[src/rtl/divider_8x4_seq.sv]
// rtl/divider_8x4_seq.sv - 8/4-bit sequential restoring divider with Start/Busy/Done handshake
// Signed (two's-complement) mode is compiled in only when DIVIDER_SIGNED_EN is defined.
module divider_8x4_seq (
   input  logic       Clk,
   input  logic       Rst_n,
   input  logic       Start,
   input  logic [7:0] Dividend,
   input  logic [3:0] Divisor,
   input  logic       Sign,
   output logic [7:0] Quotient,
   output logic [3:0] Remainder,
   output logic       Busy,
   output logic       Done,
   output logic       Div_by_zero,
   output logic       Overflow
);

   typedef enum logic [1:0] {IDLE, DIV, FIX, ZERO} state_t;

   state_t     state, state_next;
   logic [2:0] count, count_next;
   logic [7:0] dvd_sh, dvd_sh_next;
   logic [3:0] dsr_mag, dsr_mag_next;
   logic [3:0] prem, prem_next;
   logic [7:0] quo, quo_next;
   logic [7:0] quotient_next;
   logic [3:0] remainder_next;
   logic       busy_next, done_next, dbz_next, ovf_next;

   logic [7:0] dvd_abs;
   logic [3:0] dsr_abs;
   logic [4:0] trial;
   logic       fits;
   logic [3:0] diff_lo;
   logic [7:0] fix_quo;
   logic [3:0] fix_rem;
   logic       fix_ovf;

`ifdef DIVIDER_SIGNED_EN
   logic q_neg, q_neg_next;
   logic r_neg, r_neg_next;
   logic ovf_pend, ovf_pend_next;
   logic dvd_neg_in, dsr_neg_in, ovf_in;

   assign dvd_neg_in = Sign & Dividend[7];
   assign dsr_neg_in = Sign & Divisor[3];
   assign ovf_in     = Sign && (Dividend == 8'h80) && (Divisor == 4'hF);
   assign dvd_abs    = dvd_neg_in ? (~Dividend + 8'd1) : Dividend;
   assign dsr_abs    = dsr_neg_in ? (~Divisor + 4'd1) : Divisor;
   // Quotient truncates toward zero; remainder follows the dividend's sign.
   assign fix_quo    = q_neg ? (~quo + 8'd1) : quo;
   assign fix_rem    = r_neg ? (~prem + 4'd1) : prem;
   assign fix_ovf    = ovf_pend;
`else
   logic sign_unused;

   assign sign_unused = Sign;
   assign dvd_abs     = Dividend;
   assign dsr_abs     = Divisor;
   assign fix_quo     = quo;
   assign fix_rem     = prem;
   assign fix_ovf     = 1'b0;
`endif

   // The stored remainder is always below the divisor, so 4 bits plus the
   // shifted-in dividend bit cover every trial value; a fitting difference
   // is below the divisor, so modulo-16 subtraction is exact.
   assign trial   = {prem, dvd_sh[7]};
   assign fits    = trial >= {1'b0, dsr_mag};
   assign diff_lo = trial[3:0] - dsr_mag;

   always_comb begin
      state_next     = state;
      count_next     = count;
      dvd_sh_next    = dvd_sh;
      dsr_mag_next   = dsr_mag;
      prem_next      = prem;
      quo_next       = quo;
      quotient_next  = Quotient;
      remainder_next = Remainder;
      busy_next      = Busy;
      done_next      = 1'b0;
      dbz_next       = Div_by_zero;
      ovf_next       = Overflow;
`ifdef DIVIDER_SIGNED_EN
      q_neg_next     = q_neg;
      r_neg_next     = r_neg;
      ovf_pend_next  = ovf_pend;
`endif
      case (state)
         IDLE: begin
            if (Start) begin
               busy_next    = 1'b1;
               count_next   = 3'd7;
               prem_next    = 4'h0;
               quo_next     = 8'h00;
               dsr_mag_next = dsr_abs;
`ifdef DIVIDER_SIGNED_EN
               q_neg_next    = dvd_neg_in ^ dsr_neg_in;
               r_neg_next    = dvd_neg_in;
               ovf_pend_next = ovf_in;
`endif
               // ZERO reports the raw low dividend nibble, so keep it unmodified.
               if (Divisor == 4'h0) begin
                  state_next  = ZERO;
                  dvd_sh_next = Dividend;
               end else begin
                  state_next  = DIV;
                  dvd_sh_next = dvd_abs;
               end
            end
         end
         DIV: begin
            prem_next   = fits ? diff_lo : trial[3:0];
            quo_next    = {quo[6:0], fits};
            dvd_sh_next = {dvd_sh[6:0], 1'b0};
            count_next  = count - 3'd1;
            if (count == 3'd0) begin
               state_next = FIX;
            end
         end
         FIX: begin
            quotient_next  = fix_quo;
            remainder_next = fix_rem;
            dbz_next       = 1'b0;
            ovf_next       = fix_ovf;
            done_next      = 1'b1;
            busy_next      = 1'b0;
            state_next     = IDLE;
         end
         ZERO: begin
            quotient_next  = 8'hFF;
            remainder_next = dvd_sh[3:0];
            dbz_next       = 1'b1;
            ovf_next       = 1'b0;
            done_next      = 1'b1;
            busy_next      = 1'b0;
            state_next     = IDLE;
         end
         default: begin
            state_next = IDLE;
            busy_next  = 1'b0;
         end
      endcase
   end

   always_ff @(posedge Clk or negedge Rst_n) begin
      if (!Rst_n) begin
         state       <= IDLE;
         count       <= 3'd0;
         dvd_sh      <= 8'h00;
         dsr_mag     <= 4'h0;
         prem        <= 4'h0;
         quo         <= 8'h00;
         Quotient    <= 8'h00;
         Remainder   <= 4'h0;
         Busy        <= 1'b0;
         Done        <= 1'b0;
         Div_by_zero <= 1'b0;
         Overflow    <= 1'b0;
`ifdef DIVIDER_SIGNED_EN
         q_neg       <= 1'b0;
         r_neg       <= 1'b0;
         ovf_pend    <= 1'b0;
`endif
      end else begin
         state       <= state_next;
         count       <= count_next;
         dvd_sh      <= dvd_sh_next;
         dsr_mag     <= dsr_mag_next;
         prem        <= prem_next;
         quo         <= quo_next;
         Quotient    <= quotient_next;
         Remainder   <= remainder_next;
         Busy        <= busy_next;
         Done        <= done_next;
         Div_by_zero <= dbz_next;
         Overflow    <= ovf_next;
`ifdef DIVIDER_SIGNED_EN
         q_neg       <= q_neg_next;
         r_neg       <= r_neg_next;
         ovf_pend    <= ovf_pend_next;
`endif
      end
   end

endmodule

[config.mk]
export PLATFORM = sky130hd
export DESIGN_NAME = divider_8x4_seq
export DESIGN_NICKNAME = d
export VERILOG_FILES = /design/src/rtl/divider_8x4_seq.sv
export SDC_FILE = /design/constraint.sdc
export NUM_CORES = 1
export LEC_CHECK = 0
export CORE_MARGIN = 5
export CORE_UTILIZATION = 30
export DETAILED_ROUTE_END_ITERATION = 8
export GPL_TIMING_DRIVEN = 1
export MAX_ROUTING_LAYER = met4
export SETUP_SLACK_MARGIN = 0.5
export SYNTH_ARGS = -nofsm -noshare
export SYNTH_HDL_FRONTEND = slang
export SYNTH_SLANG_ARGS = --single-unit
[constraint.sdc]
create_clock -name Clk -period 1.85 [get_ports Clk]
set_input_delay 0.37 -clock Clk [delete_from_list [all_inputs] [get_ports Clk]]
set_output_delay 0.37 -clock Clk [all_outputs]
set_load 0.1 [all_outputs]
==> out/metrics.cfg, run 1 <==
[finish]
drive_gt1_share_pct=23.44
antenna_cells=0
final_core_util_pct=42.30
fin_area_um2=2826
fillers=650
layout.nets=278
syn2layout_area_growth_pct=38.84

[global_routing]
grt_max_degree=29
antenna_found_initial=0
grt.overflow.total=0
grt.total_usage_pct=11.44
grt_pass1_vias=1647
grt_pass1_wl_mm=7.638

[placement]
port-buffer-count=29
place_congestion=0.7722
dp_hpwl_mm=3.127
dpl_cell_area_um2=2591
place_ws_ns=0.1222

[timing]
setup_viol=0
rsz0062_at_grt=true
drv_slew=0
final.setup.worst_slack_ns=0.1685
final.min_clock_period_ns=1.682
fmax_mhz=594.7
period_share_pct=90.89
fin_skew_ns=0.007431
hold_viol=0
setup-tns-final_ns=0

[drt]
firstDrtPassIters=4
wl_mm=4.410
wl_per_cell_um=13.13
num_vias=1593
vias_per_cell=4.741
drtIter0Drc=65
drc=0
final_antenna_net_count=0

[worst_setup_path]
cp.required_ns=2.03
reg2reg_slack_ns=0.17
path_max_fanout=4
arrival_ns=1.86
critical_path_class=reg -> reg
start_kind=flop
critPathCaptureType=flop

[yosys]
synthesis.nets=240
synth_cell_types=34
syn_area_um2=2036
synth.avg_cell_area_um2=9.381
yosys_warnings=0
ys_seq_elements=44
ys_seq_area_share_pct=54.09
synthCells=217

[clock_network]
cts.path.max_buffers=2
cts_made_buffers=5
clock-root-buffer=clkbuf_8
cts.sink_count=44
cts_hold_buf=0
clkTransAtPathRegs_ns=0.08
htreeDepth=2
clock_latency_ns=0.29
cts_tree=built

[worst_hold_path]
hp-class=in -> async

[flow_run]
maxCapViolations=0

[floorplan]
initial_core_util_pct=30.47
placementRows=30
die-area_um2=8533
die_y_um=92.38
coreArea_um2=6681
io_pins=32
fp.dieW_um=92.38

[outcome]
status=completed

## per-layer routing
layer | part of all wire [%] | track usage (%)
met1 | 48 | 14.85
met2 | 47 | 17.70
met4 | 0.70 | 3.713
met5 | 0 | -
met3 | 4.0 | 2.681
## sequential cells by signal (all words and copies together) (netlist names)
| name | flops |
|---|---|
| fix_rem | 4 |
| dsr_mag | 4 |
| fix_quo | 8 |
| state | 2 |
| Done | 1 |
| Div_by_zero | 1 |
| Remainder | 4 |
| count | 3 |
| dvd_sh | 8 |
| Quotient | 8 |
| Busy | 1 |
## final cells by class
cell class	instances	area, um2	area share (%)
well taps	80	100.1	3.541
repair buffers	47	590.6	20.89
inverters	10	37.54	1.328
multi-input cells	147	903.4	31.96
clock inverters	2	10.01	0.3541
flip-flops and latches	44	1102	39.00
clock buffers	6	82.58	2.922
## cell usage in the layout, fill, tap and decap left out, types with 2 or more instances in the layout
| cell | netlist | layout |
|---|---|---|
| clkbuf_8 | 0 | 6 |
| nand2_1 | 35 | 35 |
| nor2_1 | 28 | 27 |
| ha_1 | 6 | 4 |
| o21ai_0 | 14 | 12 |
| nor2b_1 | 2 | 2 |
| inv_1 | 10 | 9 |
| a21oi_1 | 14 | 14 |
| buf_12 | 0 | 16 |
| a31oi_1 | 3 | 3 |
| mux2i_1 | 4 | 4 |
| ha_4 | 0 | 2 |
| o22ai_1 | 4 | 4 |
| xnor2_1 | 2 | 2 |
| nor3_1 | 6 | 5 |
| nand3_1 | 7 | 6 |
| o211ai_1 | 4 | 4 |
| clkdlybuf4s50_1 | 0 | 13 |
| dfrtp_1 | 44 | 43 |
| buf_4 | 2 | 16 |
| clkinv_2 | 0 | 2 |
## cells by family after synthesis
group | share of synthesized area (%)
AOI/OAI and AO/OA | 14.26
xor gates and xnor gates | 0.8606
adders and majority gates | 4.671
other | 0.1842
and+or+nand+nor | 17.64
DFF | 54.09
buffers and inverters | 5.777
muxes | 2.520
## metrics by stage
step,instances,hold WS [ns]
floorplan,217,0.07441
global placement,320,0.3521
detailed placement,320,0.3568
CTS,331,0.02854
global route,336,0.05730
finish,336,0.01983
## cell usage after synthesis
| cell | number | share of area [%] |
|---|---|---|
| dfrtp_1 | 44 | 54 |
| nand2_1 | 35 | 6.5 |
| nor2_1 | 28 | 5.2 |
| a21oi_1 | 14 | 3.4 |
| o21ai_0 | 14 | 3.4 |
| buf_2 | 10 | 2.5 |
| inv_1 | 10 | 1.8 |
| nand3_1 | 7 | 1.7 |
| ha_1 | 6 | 3.7 |
| nor3_1 | 6 | 1.5 |
| mux2i_1 | 4 | 2.0 |
| o211ai_1 | 4 | 1.5 |
| o22ai_1 | 4 | 1.2 |
| a31oi_1 | 3 | 0.92 |
| buf_1 | 3 | 0.55 |
| nor4_1 | 3 | 0.92 |
| a211oi_2 | 2 | 1.2 |
| buf_4 | 2 | 0.74 |
| nor2b_1 | 2 | 0.61 |
| xnor2_1 | 2 | 0.86 |
| a211o_1 | 1 | 0.43 |
| a22o_1 | 1 | 0.43 |
| a311o_1 | 1 | 0.49 |
| a31o_2 | 1 | 0.43 |
| and2_1 | 1 | 0.31 |
| clkbuf_1 | 1 | 0.18 |
| conb_1 | 1 | 0.18 |
| fa_1 | 1 | 0.98 |
| mux2_2 | 1 | 0.55 |
| nand2b_1 | 1 | 0.31 |
| nand3b_1 | 1 | 0.37 |
| o21a_1 | 1 | 0.37 |
| o31ai_1 | 1 | 0.37 |
| or2_1 | 1 | 0.31 |
## timing repair
action | in CTS | in global routing
pin swaps | 9 | 6
buffers inserted | 3 | 5
setup endpoints to repair | 27 | 21
gates resized for setup | 8 | 12
## worst max-delay path, cell delays in order, from the launching register on
cell	delay, ns
dfrtp_1	0.42
ha_4	0.19
nor4_4	0.32
o21a_1	0.26
nor4_2	0.07
a311o_1	0.31
## worst paths after layout
check	start	endpoint	cells after the start
max reg2reg	fix_rem[1]	fix_rem[1]	5
min reg2reg	count[2]	count[2]	2
min	Rst_n	Done	1
max in group asynchronous	Rst_n	state[1]	2
max	fix_rem[1]	fix_rem[1]	5
min in group Clk	count[2]	count[2]	2
Power of run 1 is not shown: default switching activity piles up to over one toggle a cycle in this logic, so the estimate is an artifact.
==> run 2: changes to the inputs <==
--- a/config.mk
+++ b/config.mk
@@ -7,10 +7,11 @@
 export LEC_CHECK = 0
 export CORE_MARGIN = 5
 export CORE_UTILIZATION = 30
+export CTS_BUF_LIST = sky130_fd_sc_hd__clkbuf_4
 export DETAILED_ROUTE_END_ITERATION = 8
 export GPL_TIMING_DRIVEN = 1
 export MAX_ROUTING_LAYER = met4
-export SETUP_SLACK_MARGIN = 0.5
+export SETUP_SLACK_MARGIN = 0.1
 export SYNTH_ARGS = -nofsm -noshare
 export SYNTH_HDL_FRONTEND = slang
 export SYNTH_SLANG_ARGS = --single-unit
==> run 2 against run 1 <==
Cell count stayed put. Utilization is 0.77 points lower. First-iteration DRC count is 4.6% higher. Flip-flop and latch count stayed put. Clock-buffer cell count is 1 lower. Routed wire length is 3.5% higher. Setup slack worse by 0.053 ns. Highest routed layer unchanged. Critical path depth is 1 higher.
==> out/metrics.cfg, run 2 (synthesis gave the netlist of run 1 again) <==
[placement]
place_congestion=0.7924
dp_cells=325
port-buffer-count=29
dp_hpwl_mm=3.126

[worst_hold_path]
hp-class=in -> async

[floorplan]
fp.dieW_um=92.38
die-area_um2=8533
die_y_um=92.38
coreArea_um2=6681
io_pins=32
placementRows=30
initial_core_util_pct=30.47

[worst_setup_path]
start_kind=flop
critical_path_class=reg -> reg
rr_endpoint=fix_rem[2]
crit_path_end=fix_rem[2]
path_max_fanout=3
critPathCaptureType=flop
worstReg2RegStart=fix_rem[1]
cp-startpoint=fix_rem[1]
r2r_cells=6
reg2reg_slack_ns=0.12
cp.required_ns=2.12
arrival_ns=2.01

[timing]
hold_viol=0
rsz0062_at_grt=true
fmax_mhz=576.5
drv_slew=0
period_share_pct=93.76
setup_viol=0
final.min_clock_period_ns=1.735
fin_skew_ns=0.02474
setup-tns-final_ns=0
holdWs_ns=0.4833

[drt]
wl_per_cell_um=13.59
vias_per_cell=4.741
wl_mm=4.566
num_vias=1593
final_antenna_net_count=0
drtIter0Drc=68
drc=0
firstDrtPassIters=4

[clock_network]
cts_tree=built
clkTransAtPathRegs_ns=0.16
clock_latency_ns=0.37
htreeDepth=2
cts_made_buffers=5
cts.path.max_buffers=2
clock-root-buffer=clkbuf_4
cts.sink_count=44

[finish]
antenna_cells=0
fillers=669
layout_commonest_cell=dfrtp_1
layout.cells.non_filler=336
drive_gt1_share_pct=19.92
syn2layout_area_growth_pct=36.32
layout.nets=278
final_cell_mix=dfrtp_1, nand2_1, nor2_1

[global_routing]
grt.overflow.total=0
grt_pass1_wl_mm=7.465
grt.total_usage_pct=11.20
antenna_found_initial=0
grt_pass1_vias=1602
grt_max_degree=45

[flow_run]
maxCapViolations=0

[outcome]
status=completed

-- run 2: cell types whose count changed in the layout (fill, tap and decap cells not counted), sizes merged --
cell and change:
buf -1, bufinv +1, clkbuf -1, dlygate4sd3 +1
-- run 2: how the worst min path moves through the flow --
stage / slack [ns] / cells after the start / to / start
6_report: 0.48 / 3 / fix_quo[5] / Rst_n
4_1_cts: 0.49 / 3 / fix_quo[5] / Rst_n
3_3_place_gp: 0.37 / 2 / Done / Rst_n
2_1_floorplan: 0.07 / 0 / Busy / Rst_n
3_5_place_dp: 0.37 / 2 / Done / Rst_n
5_1_grt: 0.51 / 3 / fix_quo[5] / Rst_n
-- run 2: what timing repair did --
item	CTS	global route
pin swaps	1	3
hold buffers	1	0
endpoints found under the hold margin	44	0
gates resized for setup	1	8
endpoints found under the setup margin	1	5
buffers inserted	0	2
-- run 2: worst max-delay path, cell delays in order (launching register included) --
cell and delay, ns:
dfrtp_1 0.44, ha_4 0.23, or2_4 0.26, a211oi_4 0.30, buf_4 0.18, nor3_2 0.04
o31ai_1 0.21
-- run 2: final cells by class --
type                    count  area [um2]  area share (%)
clock inverters             3       47.55           1.713
repair buffers             47       585.6           21.10
multi-input cells         147       865.8           31.20
well taps                  80       100.1           3.607
flip-flops and latches     44        1101           39.68
inverters                  10       37.54           1.353
clock buffers               5       37.54           1.353
-- run 2: per-layer routing --
layer	up-vias	wire, um	part of all wire [%]	track usage (%)
li1	810	-	-	-
met1	755	2151	47	14.23
met2	26	2228	49	18.01
met3	2	160	3.5	2.681
met4	0	25	0.55	2.970
met5	-	0	0	-
-- run 2: through the flow --
stage	area (um2)	setup slack, ns	util [%]
floorplan	2036	0.1276	-
global placement	2616	0.1234	39.16
detailed placement	2616	0.07475	39.16
CTS	2718	0.1051	40.67
global route	2775	0.04320	41.54
finish	2775	0.1155	41.54
Power of run 2 is left out for the same reason.
==> RTL edit, RTL diff (config.mk and constraints of run 1) <==
The 4 states of `state_t` get a one-hot encoding in 4 bits.
--- a/src/rtl/divider_8x4_seq.sv
+++ b/src/rtl/divider_8x4_seq.sv
@@ -17,3 +17,3 @@
 
-   typedef enum logic [1:0] {IDLE, DIV, FIX, ZERO} state_t;
+   typedef enum logic [3:0] {IDLE = 4'b0001, DIV = 4'b0010, FIX = 4'b0100, ZERO = 4'b1000} state_t;
 
Function: same outputs for any inputs over 10 cycles, from zero or initial values and one cycle with Rst_n low; not proved beyond that.
==> RTL edit against run 1 <==
Sequential cell count increased by 2; cell area rose by 25%; setup slack better by 0.034 ns; routed wire length is 38% higher; global-route usage grew 3.1 points; synthesized area rose by 4.4%; clock skew decreased by 0.00064 ns; critical endpoint unchanged; highest routed layer unchanged.
==> RTL edit: results (changes against run 1) <==
Status
  • Status: complete, no violations

Layout
  • Share of cells above drive strength 1: 0.4759 (+0.2415)
  • Post-Layout Cell Count: 386 (+15%)
  • Final Net Count: 312 (+12%)
  • Number of fill cells in the layout: 594 (-8.6%)

Synth
  • Gate Count Post-Synth: 220 (+1.4%)
  • Synth Area in XOR/XNOR: 0.01649 (+0.007885)
  • Post-synthesis mux area share: 0.01413 (-0.01107)
  • Synth unique cells: 41 (+21%)
  • Adder-cell share of the synthesized area: 0.04476 (-0.001953)
  • Synth Area in Compound Gates: 0.1349 (-0.007729)
  • Syn Nets: 243 (+1.3%)
  • Seq/Total Area, Yosys: 0.5424 (+0.001530)
  • Area contributors post-synth: dfrtp_1 (53%), nand2_1 (9.2%), ha_1 (3.5%), o21ai_0 (3.3%), nand3_1 (2.8%)
  • Top post-synthesis cells by count: nand2_1 (52), dfrtp_1 (45), o21ai_0 (14)

Worst setup path
  • Reg2Reg Launch Point: fix_rem[2]$_DFFE_PN0P_
  • CP max stage delay: 0.44 ns (+0.02 ns)
  • WP data arrival: 1.84 ns (-0.02 ns)
  • Reg2Reg Setup Slack: 0.20 ns (+0.03 ns)

Place
  • Placed cell areas: 2746 um^2 (+6.0%)
  • Place WS: 0.03152 ns (-0.09065 ns)

Global routing
  • First-pass GRT wire length: 9646 um (+26%)
  • Gr usage total: 0.1449 (+0.03055)

Drt
  • Vias: 1868 (+17%)
  • Wire per inst: 15.80 um (+20%)

Timing
  • Fin crit period: 1.647 ns (-0.03418 ns)
  • Setup Skew: 0.006788 ns (-0.0006429 ns)
==> RTL edit: cell count changes in the layout (fill, tap and decap cells not counted), moves of 7 or more <==
cell	before	now
nor2_1	27	11
nand2_2	0	12
o21ai_0	12	0
a21oi_1	14	3
o21ai_1	1	12
buf_4	16	25
buf_6	0	9
o21ai_2	1	9
a22oi_2	0	7
nand2_4	0	7
nand3_2	1	8
==> RTL edit: final cells by class <==
cell class,instances,share of cell area
Sequential cell,46,0.3263
Inverter,10,0.01058
Timing Repair Buffer,71,0.2571
Multi-Input combinational cell,155,0.3411
Clock inverter,2,0.01058
Tap cell,96,0.03386
Clock buffer,6,0.02046
==> RTL edit: what timing repair did <==
item                                    4_1_cts  5_1_grt
pin swaps                                    29       31
resized for setup                            57       40
endpoints found under the setup margin       42       45
cloned                                        7        2
buffers inserted                             21        5
hold buffers                                  0        0
==> RTL edit: routing by layer <==
layer / track usage / vias to the layer above / part of all wire / wire (um)
met5: - / - / 0 / 0
met4: 0.06017 / 0 / 0.019 / 114
met3: 0.02484 / 10 / 0.046 / 278
met2: 0.2240 / 48 / 0.51 / 3132
met1: 0.1882 / 921 / 0.42 / 2574
li1: - / 889 / - / -
==> RTL edit: metrics by stage <==
step                  util  hold slack, ns
global route        0.5192         0.07462
detailed placement  0.4020          0.3921
finish              0.5192         0.03721
floorplan                -         0.07441
global placement    0.4020          0.3876
CTS                 0.4855         0.05483
==> RTL edit: cells by family after synthesis <==
group / Yosys count
fa+ha+maj: 7
flops: 46
xor+xnor: 4
simple gates: 92
mux: 3
buf+inv: 22
compound gates: 45
other cells: 1
==> RTL edit: where the power goes <==
part	switching [mW]	internal [mW]	total [mW]
combinational	1.49	1.34	2.83
sequential	0.261	1.28	1.54
clock	0.356	0.403	0.759
total	2.10	3.02	5.12
